<file path="config.mk">
export PLATFORM = sky130hd
export DESIGN_NAME = systolic_drain
export DESIGN_NICKNAME = d
export VERILOG_FILES = /design/src/rtl/systolic_pkg.sv /design/src/rtl/systolic_result_fifo.sv /design/src/rtl/systolic_drain.sv
export SDC_FILE = /design/constraint.sdc
export NUM_CORES = 1
export LEC_CHECK = 0
export BUFFER_PORTS_ARGS = -buffer_cell sky130_fd_sc_hd__buf_2
export CAP_MARGIN = 10
export CORE_MARGIN = 1.5
export CORE_UTILIZATION = 48
export CTS_BUF_LIST = sky130_fd_sc_hd__clkbuf_16
export DETAILED_ROUTE_END_ITERATION = 10
export GPL_ROUTABILITY_DRIVEN = 0
export MAX_ROUTING_LAYER = met4
export PLACE_DENSITY_LB_ADDON = 0.1
export SETUP_SLACK_MARGIN = 0.5
export SLEW_MARGIN = 40
export SYNTH_ARGS = -nofsm -noshare
export SYNTH_HDL_FRONTEND = slang
export SYNTH_HIERARCHICAL = 1
export SYNTH_SLANG_ARGS = --single-unit
</file>
<file path="constraint.sdc">
create_clock -name clk -period 6.4 [get_ports clk]
set_input_delay 0.64 -clock clk [delete_from_list [all_inputs] [get_ports clk]]
set_output_delay 0.64 -clock clk [all_outputs]
set_load 0.02 [all_outputs]
</file>
<file path="src/rtl/systolic_pkg.sv">
// Constants and helpers shared by the systolic feeder and the drain-side blocks.
package systolic_pkg;

    localparam int DEFAULT_DEPTH      = 4;
    localparam int DEFAULT_FIFO_DEPTH = 8;

    // Ceiling log2, never below 1 so a single-bit pointer still exists.
    function automatic int clog2(input int value);
        int result;
        int v;
        result = 0;
        v      = value - 1;
        while (v > 0) begin
            result = result + 1;
            v      = v >> 1;
        end
        return (result < 1) ? 1 : result;
    endfunction

    function automatic int result_width(input int width);
        return 2 * width;
    endfunction

endpackage

</file>
<file path="src/rtl/systolic_result_fifo.sv">
// Registered synchronous FIFO (no bypass) holding finished column results.
module systolic_result_fifo
    import systolic_pkg::*;
#(
    parameter int DATA_W = 16,
    parameter int DEPTH  = DEFAULT_FIFO_DEPTH
) (
    input  logic                      clk,
    input  logic                      rst,
    input  logic                      push_i,
    input  logic [DATA_W-1:0]         data_i,
    input  logic                      pop_i,
    output logic [DATA_W-1:0]         data_o,
    output logic                      full_o,
    output logic                      empty_o,
    output logic [clog2(DEPTH):0]     count_o
);

    localparam int AW = clog2(DEPTH);
    localparam logic [AW:0] DEPTH_C = (AW+1)'(DEPTH);

    logic [AW-1:0]     wr_ptr_q, wr_ptr_d;
    logic [AW-1:0]     rd_ptr_q, rd_ptr_d;
    logic [AW:0]       count_q, count_d;
    logic [DATA_W-1:0] mem_q [DEPTH];

    logic do_push;
    logic do_pop;

    assign empty_o = (count_q == '0);
    assign full_o  = (count_q == DEPTH_C);
    assign count_o = count_q;

    // A full FIFO still accepts a push when the same edge pops the head.
    assign do_pop  = pop_i && !empty_o;
    assign do_push = push_i && (!full_o || do_pop);

    // Masking keeps the stale, unreset storage from leaking onto the output.
    assign data_o = empty_o ? '0 : mem_q[rd_ptr_q];

    // NOTE: every signal written here gets a default first, so no path can infer a latch.
    always_comb begin
        wr_ptr_d = wr_ptr_q;
        rd_ptr_d = rd_ptr_q;
        count_d  = count_q;
        if (do_push) wr_ptr_d = wr_ptr_q + 1'b1;
        if (do_pop)  rd_ptr_d = rd_ptr_q + 1'b1;
        unique case ({do_push, do_pop})
            2'b10:   count_d = count_q + 1'b1;
            2'b01:   count_d = count_q - 1'b1;
            default: count_d = count_q;
        endcase
    end

    // NOTE: state registers use non-blocking assignments so all of them update together at the edge.
    always_ff @(posedge clk or posedge rst) begin
        if (rst) begin
            wr_ptr_q <= '0;
            rd_ptr_q <= '0;
            count_q  <= '0;
        end else begin
            wr_ptr_q <= wr_ptr_d;
            rd_ptr_q <= rd_ptr_d;
            count_q  <= count_d;
        end
    end

    // NOTE: storage is deliberately not reset; occupancy lives in count_q, so old contents are never observed.
    always_ff @(posedge clk) begin
        if (do_push) mem_q[wr_ptr_q] <= data_i;
    end

endmodule

</file>
<file path="src/rtl/systolic_drain.sv">
// Output-end collector for a chain of systolic_slice stages: token tracking, result FIFO, credit.
// Optional statistics counters are enabled with `define SYSTOLIC_DRAIN_STATS_EN.
module systolic_drain
    import systolic_pkg::*;
#(
    parameter int WIDTH      = 8,
    parameter int DEPTH      = DEFAULT_DEPTH,
    parameter int FIFO_DEPTH = DEFAULT_FIFO_DEPTH
) (
    input  logic                      clk,
    input  logic                      rst,
    input  logic                      issue_valid,
    input  logic signed [2*WIDTH-1:0] y_in,
    output logic                      can_issue,
    output logic signed [2*WIDTH-1:0] out_data,
    output logic                      out_valid,
    input  logic                      out_ready,
    output logic                      overflow
`ifdef SYSTOLIC_DRAIN_STATS_EN
    ,
    output logic [15:0]               drop_count,
    output logic [15:0]               result_count
`endif
);

    localparam int RES_W = result_width(WIDTH);
    localparam int CW    = clog2(FIFO_DEPTH) + 1;
    localparam int IW    = clog2(DEPTH + 1);

    logic [DEPTH-1:0] tok_q, tok_d;
    logic             overflow_q, overflow_d;
    logic [IW-1:0]    inflight;

    logic             capture;
    logic             pop;
    logic             drop;
    logic             fifo_full;
    logic             fifo_empty;
    logic [CW-1:0]    fifo_count;
    logic [RES_W-1:0] fifo_data;

    // The last token marks the edge at which this column's sum leaves the final slice.
    assign capture = tok_q[DEPTH-1];
    assign pop     = out_valid && out_ready;
    assign drop    = capture && fifo_full && !pop;

    systolic_result_fifo #(
        .DATA_W (RES_W),
        .DEPTH  (FIFO_DEPTH)
    ) u_fifo (
        .clk     (clk),
        .rst     (rst),
        .push_i  (capture),
        .data_i  (y_in),
        .pop_i   (pop),
        .data_o  (fifo_data),
        .full_o  (fifo_full),
        .empty_o (fifo_empty),
        .count_o (fifo_count)
    );

    assign out_valid = !fifo_empty;
    assign out_data  = fifo_data;
    assign overflow  = overflow_q;

    always_comb begin
        tok_d    = '0;
        tok_d[0] = issue_valid;
        for (int k = 1; k < DEPTH; k++) tok_d[k] = tok_q[k-1];
    end

    always_comb begin
        inflight = '0;
        for (int k = 0; k < DEPTH; k++) inflight = inflight + IW'(tok_q[k]);
    end

    // Conservative credit: assumes nothing drains before the in-flight columns land.
    assign can_issue = (int'(fifo_count) + int'(inflight)) < FIFO_DEPTH;

    assign overflow_d = overflow_q || drop;

    always_ff @(posedge clk or posedge rst) begin
        if (rst) begin
            tok_q      <= '0;
            overflow_q <= 1'b0;
        end else begin
            tok_q      <= tok_d;
            overflow_q <= overflow_d;
        end
    end

`ifdef SYSTOLIC_DRAIN_STATS_EN
    logic [15:0] drop_count_q, drop_count_d;
    logic [15:0] result_count_q, result_count_d;

    always_comb begin
        drop_count_d   = drop_count_q;
        result_count_d = result_count_q;
        if (drop && (drop_count_q != 16'hFFFF)) drop_count_d = drop_count_q + 16'd1;
        if (pop) result_count_d = result_count_q + 16'd1;
    end

    always_ff @(posedge clk or posedge rst) begin
        if (rst) begin
            drop_count_q   <= '0;
            result_count_q <= '0;
        end else begin
            drop_count_q   <= drop_count_d;
            result_count_q <= result_count_d;
        end
    end

    assign drop_count   = drop_count_q;
    assign result_count = result_count_q;
`endif

endmodule

</file>
==> out/summary.md <==
The number of antenna violations at the first check in global routing is 0. Port buffering added 38 buffers. For the worst setup path, the data required time is 6.67 ns. Buffers added to address setup during post-CTS repair amount to 0. Yosys mapped a number of flops with a built-in enable equal to 128. The clock slew seen by the registers of the worst setup and hold paths came out at 0.05 ns. The tools report the sum of negative setup slack as 0 ns. Summed over all instances, the cell type with the most area after synthesis is sky130_fd_sc_hd__edfxtp_1. The library cell appearing most often on the critical path was sky130_fd_sc_hd__or3_1. The Yosys step of the flow raised 6 warnings. Of the synthesized area, sequential elements account for 73.1%.

Highest cell delay on the worst timing path: 0.58 ns. In this run the vertical extent of the chip is 113 µm. The number of inserted filler cells in the final layout came out at 871. Synthesis instantiated 36 different standard cells from the library. After layout, the worst setup slack is 3.11 ns. For the count of max-cap constraint violations, the log shows 0. Share of the clock period used by the worst path: 51.5%. After clock tree synthesis, the repair step resized 0 gates.

The number of clock buffers added by TritonCTS is 17. The number of DRC markers in iteration 0 came out at 163. For the synthesized instance count, the log shows 292. Entering global routing, the biggest net connects 22 pins.

Number of antenna repair diodes: 0. Dividing the synthesized area by the synthesized cell count gives 19.8 µm². IR analysis of the VDD net gives a maximum drop of 0.271 mV. From left edge to right edge, the die measures 113 µm. The core outline area came out at 11600 µm². In the routed design, unresolved DRC markers number 0. The number of hold buffers added after cts is 0. The cell area that synthesis handed to floorplanning was 5770 µm². Setup repair after global routing left no endpoint under its margin. The number of buffer and inverter instances along the worst setup path works out to 1. Post-route clock skew: 0.00578 ns. The total number of vias is 2793. The number of iterations in the first detailed-routing pass was 4; the proportion of netlist area held by the largest area contributor was 66.6%. The first global-routing pass estimated 16800 µm of wire. The finished layout cell area was 6680 µm². Relative to the synthesized area, the layout overhead comes to 15.8%. The overflow left after global routing was 0. For this run, the total global-route usage over all layers was measured as 19.0%. The clock passes through at most 2 buffers.

The die covers 12700 µm². The share of synthesized registers carrying an async set or reset came out at 10.5%. TritonCTS built the clock tree. Of all nets on the critical path, the largest fanout is 18. Clock period minus final worst setup slack: 3.29 ns. The tools report the via count of the first global-routing pass as 2974.

The hold violation count in the final report came out at 0. The tightest hold margin is 0.133 ns. The cell type of the slowest stage on the worst timing path is sky130_fd_sc_hd__or3_1. Sorting the synthesized cells by area gives the leading types as sky130_fd_sc_hd__edfxtp_1, sky130_fd_sc_hd__mux4_2, sky130_fd_sc_hd__dfrtp_1.

The worst hold path belongs to the class in -> async. The number of nets handed over by synthesis was 320. For this configuration, the core starts out at a cell density of 49.9%. For the pin with the worst max-slew slack, the measured transition is 0.746 ns. The half-perimeter wire length of the detailed placement result is 6230 µm. Later-pin clock latency in the skew report: 0.41 ns. Power density over cell area: 475 nW/µm². The family with the most delay on the worst path is simple AND/OR/NAND/NOR gates. The critical path goes through or3_1, nor2_4, nor2b_4, o21ai_2, nand2b_1, inv_1, ha_1, a211oi_1, or3_1, o211ai_1, o221ai_1.

In this run the count of I/O pins placed on the die edge is 39. The detail route stage leaves a number of antenna-violating nets equal to 0. The mean number of vias per cell was 5.55. The setup path with the least slack is of type reg -> reg.

The run gives 0 as the final number of setup-violating endpoints. The average wire per standard cell works out to 20.6 µm. The highest clock frequency the design can meet was 303 MHz. The flow ran to the end, and the final reports show no timing, DRC or antenna violations.

The worst pin sits at a relative slew slack of 50.3%. The final layout contains routed wiring with a total length of 10400 µm. The analysis attributes to cell leakage a power of 2.39 nW. Clock tree synthesis selected as its root buffer the cell sky130_fd_sc_hd__clkbuf_16. Among all flip-flop cells after synthesis, the most frequent one is sky130_fd_sc_hd__edfxtp_1. The fraction of layout cells with a size suffix above 1 is 31.7%, and the total cell area at the placement stage is 6150 µm². For this run, the post-layout net count is 375. Synthesis inferred 143 register bits. The tools report the final max-slew violation count as 0.

The tools report the startpoint type of the worst setup path as a flip-flop. The logs give 4 for the H-tree level count and 3.56 ns for the signal arrival time at the worst endpoint. The tools report the endpoint class of the critical path as a flip-flop.

The number of core rows is 39, and the minimum setup slack after placement is 3.10 ns. Counting every sink on the clock net gives 143.
[per-stage QoR]
stage / util [%] / total power [W] / std cells
after floorplan: - / 0.00204 / 292
after CTS: 57.8 / 0.00322 / 503
after global placement: 53.1 / 0.00230 / 471
after global routing: 57.8 / 0.00334 / 503
after detailed placement: 53.1 / 0.00232 / 471
final: 57.8 / 0.00317 / 503
[where the power goes]
| group | internal [W] | switching (W) | leakage (nW) | total [W] |
|---|---|---|---|---|
| clock | 0.000556 | 0.000335 | 0.280 | 0.000891 |
| combinational | 0.000450 | 0.000549 | 0.778 | 0.00100 |
| sequential | 0.00117 | 0.000118 | 1.34 | 0.00128 |
[synthesized netlist by cell type (all sizes together) (2+ instances only)]
cell and count:
a21oi 2, buf 12, dfrtp 15, edfxtp 128
fa 2, ha 6, inv 9, mux2 2
mux2i 17, mux4 32, nand2 10, nand2b 5
nor2 26, nor2b 2, nor3 2, o21a 3
o21ai 3, or3 2, xnor2 4, xor2 2
[logic make-up after synthesis]
family | synth area share, %
compound gates | 2.23
xor+xnor | 0.910
fa+ha+maj | 1.99
buf+inv | 2.21
flops | 73.1
mux | 15.9
simple gates | 3.66
[final timing paths]
check | start | to | slack, ns | depth (start not counted)
max reg2reg | u_fifo/count_o[0]$_DFFE_PP0P_ | u_fifo/count_o[3]$_DFFE_PP0P_ | 3.11 | 11
max in group asynchronous | rst | u_fifo/rd_ptr_q[0]$_DFFE_PP0N_ | 5.83 | 2
min in group clk | issue_valid | tok_q[0]$_DFF_PP0_ | 0.34 | 1
min | rst | tok_q[3]$_DFF_PP0_ | 0.13 | 2
min reg2reg | tok_q[2]$_DFF_PP0_ | tok_q[3]$_DFF_PP0_ | 0.40 | 0
max | u_fifo/count_o[0]$_DFFE_PP0P_ | u_fifo/count_o[3]$_DFFE_PP0P_ | 3.11 | 11
[flip-flops by register name (all words and copies together), names as in the netlist]
| signal | count |
|---|---|
| overflow | 1 |
| tok_q | 4 |
| u_fifo/count_o | 4 |
| u_fifo/mem_q | 128 |
| u_fifo/rd_ptr_q | 3 |
| u_fifo/wr_ptr_q | 3 |
[metal layers]
layer | share of wire, % | GRT usage, %
met3 | 4.7 | 5.72
met2 | 48 | 28.0
met1 | 46 | 25.3
met5 | 0 | -
met4 | 1.4 | 6.92
[placed cells by master (no fill, tap or decap), drive strengths merged, types with 3 or more instances in the layout]
master  synthesis  layout
ha              6       6
nand2          10      10
xnor2           4       4
inv             9      13
clkinv          0       9
buf            12      49
dfrtp          15      15
clkbuf          1      17
edfxtp        128     128
mux4           32      32
nand2b          5       5
mux2i          17      17
o21ai           3       3
o21a            3       3
nor2           26      26
[layout make-up]
type / instances / area (µm²) / share of cell area, %
tap: 143 / 179 / 2.68
clock inverter: 15 / 113 / 1.68
inverter: 9 / 33.8 / 0.505
clock buffer: 17 / 425 / 6.36
multi-input combinational: 127 / 1440 / 21.5
sequential: 143 / 4220 / 63.1
timing repair buffer: 49 / 273 / 4.08
Note: power is estimated with default switching activity, not from simulation.
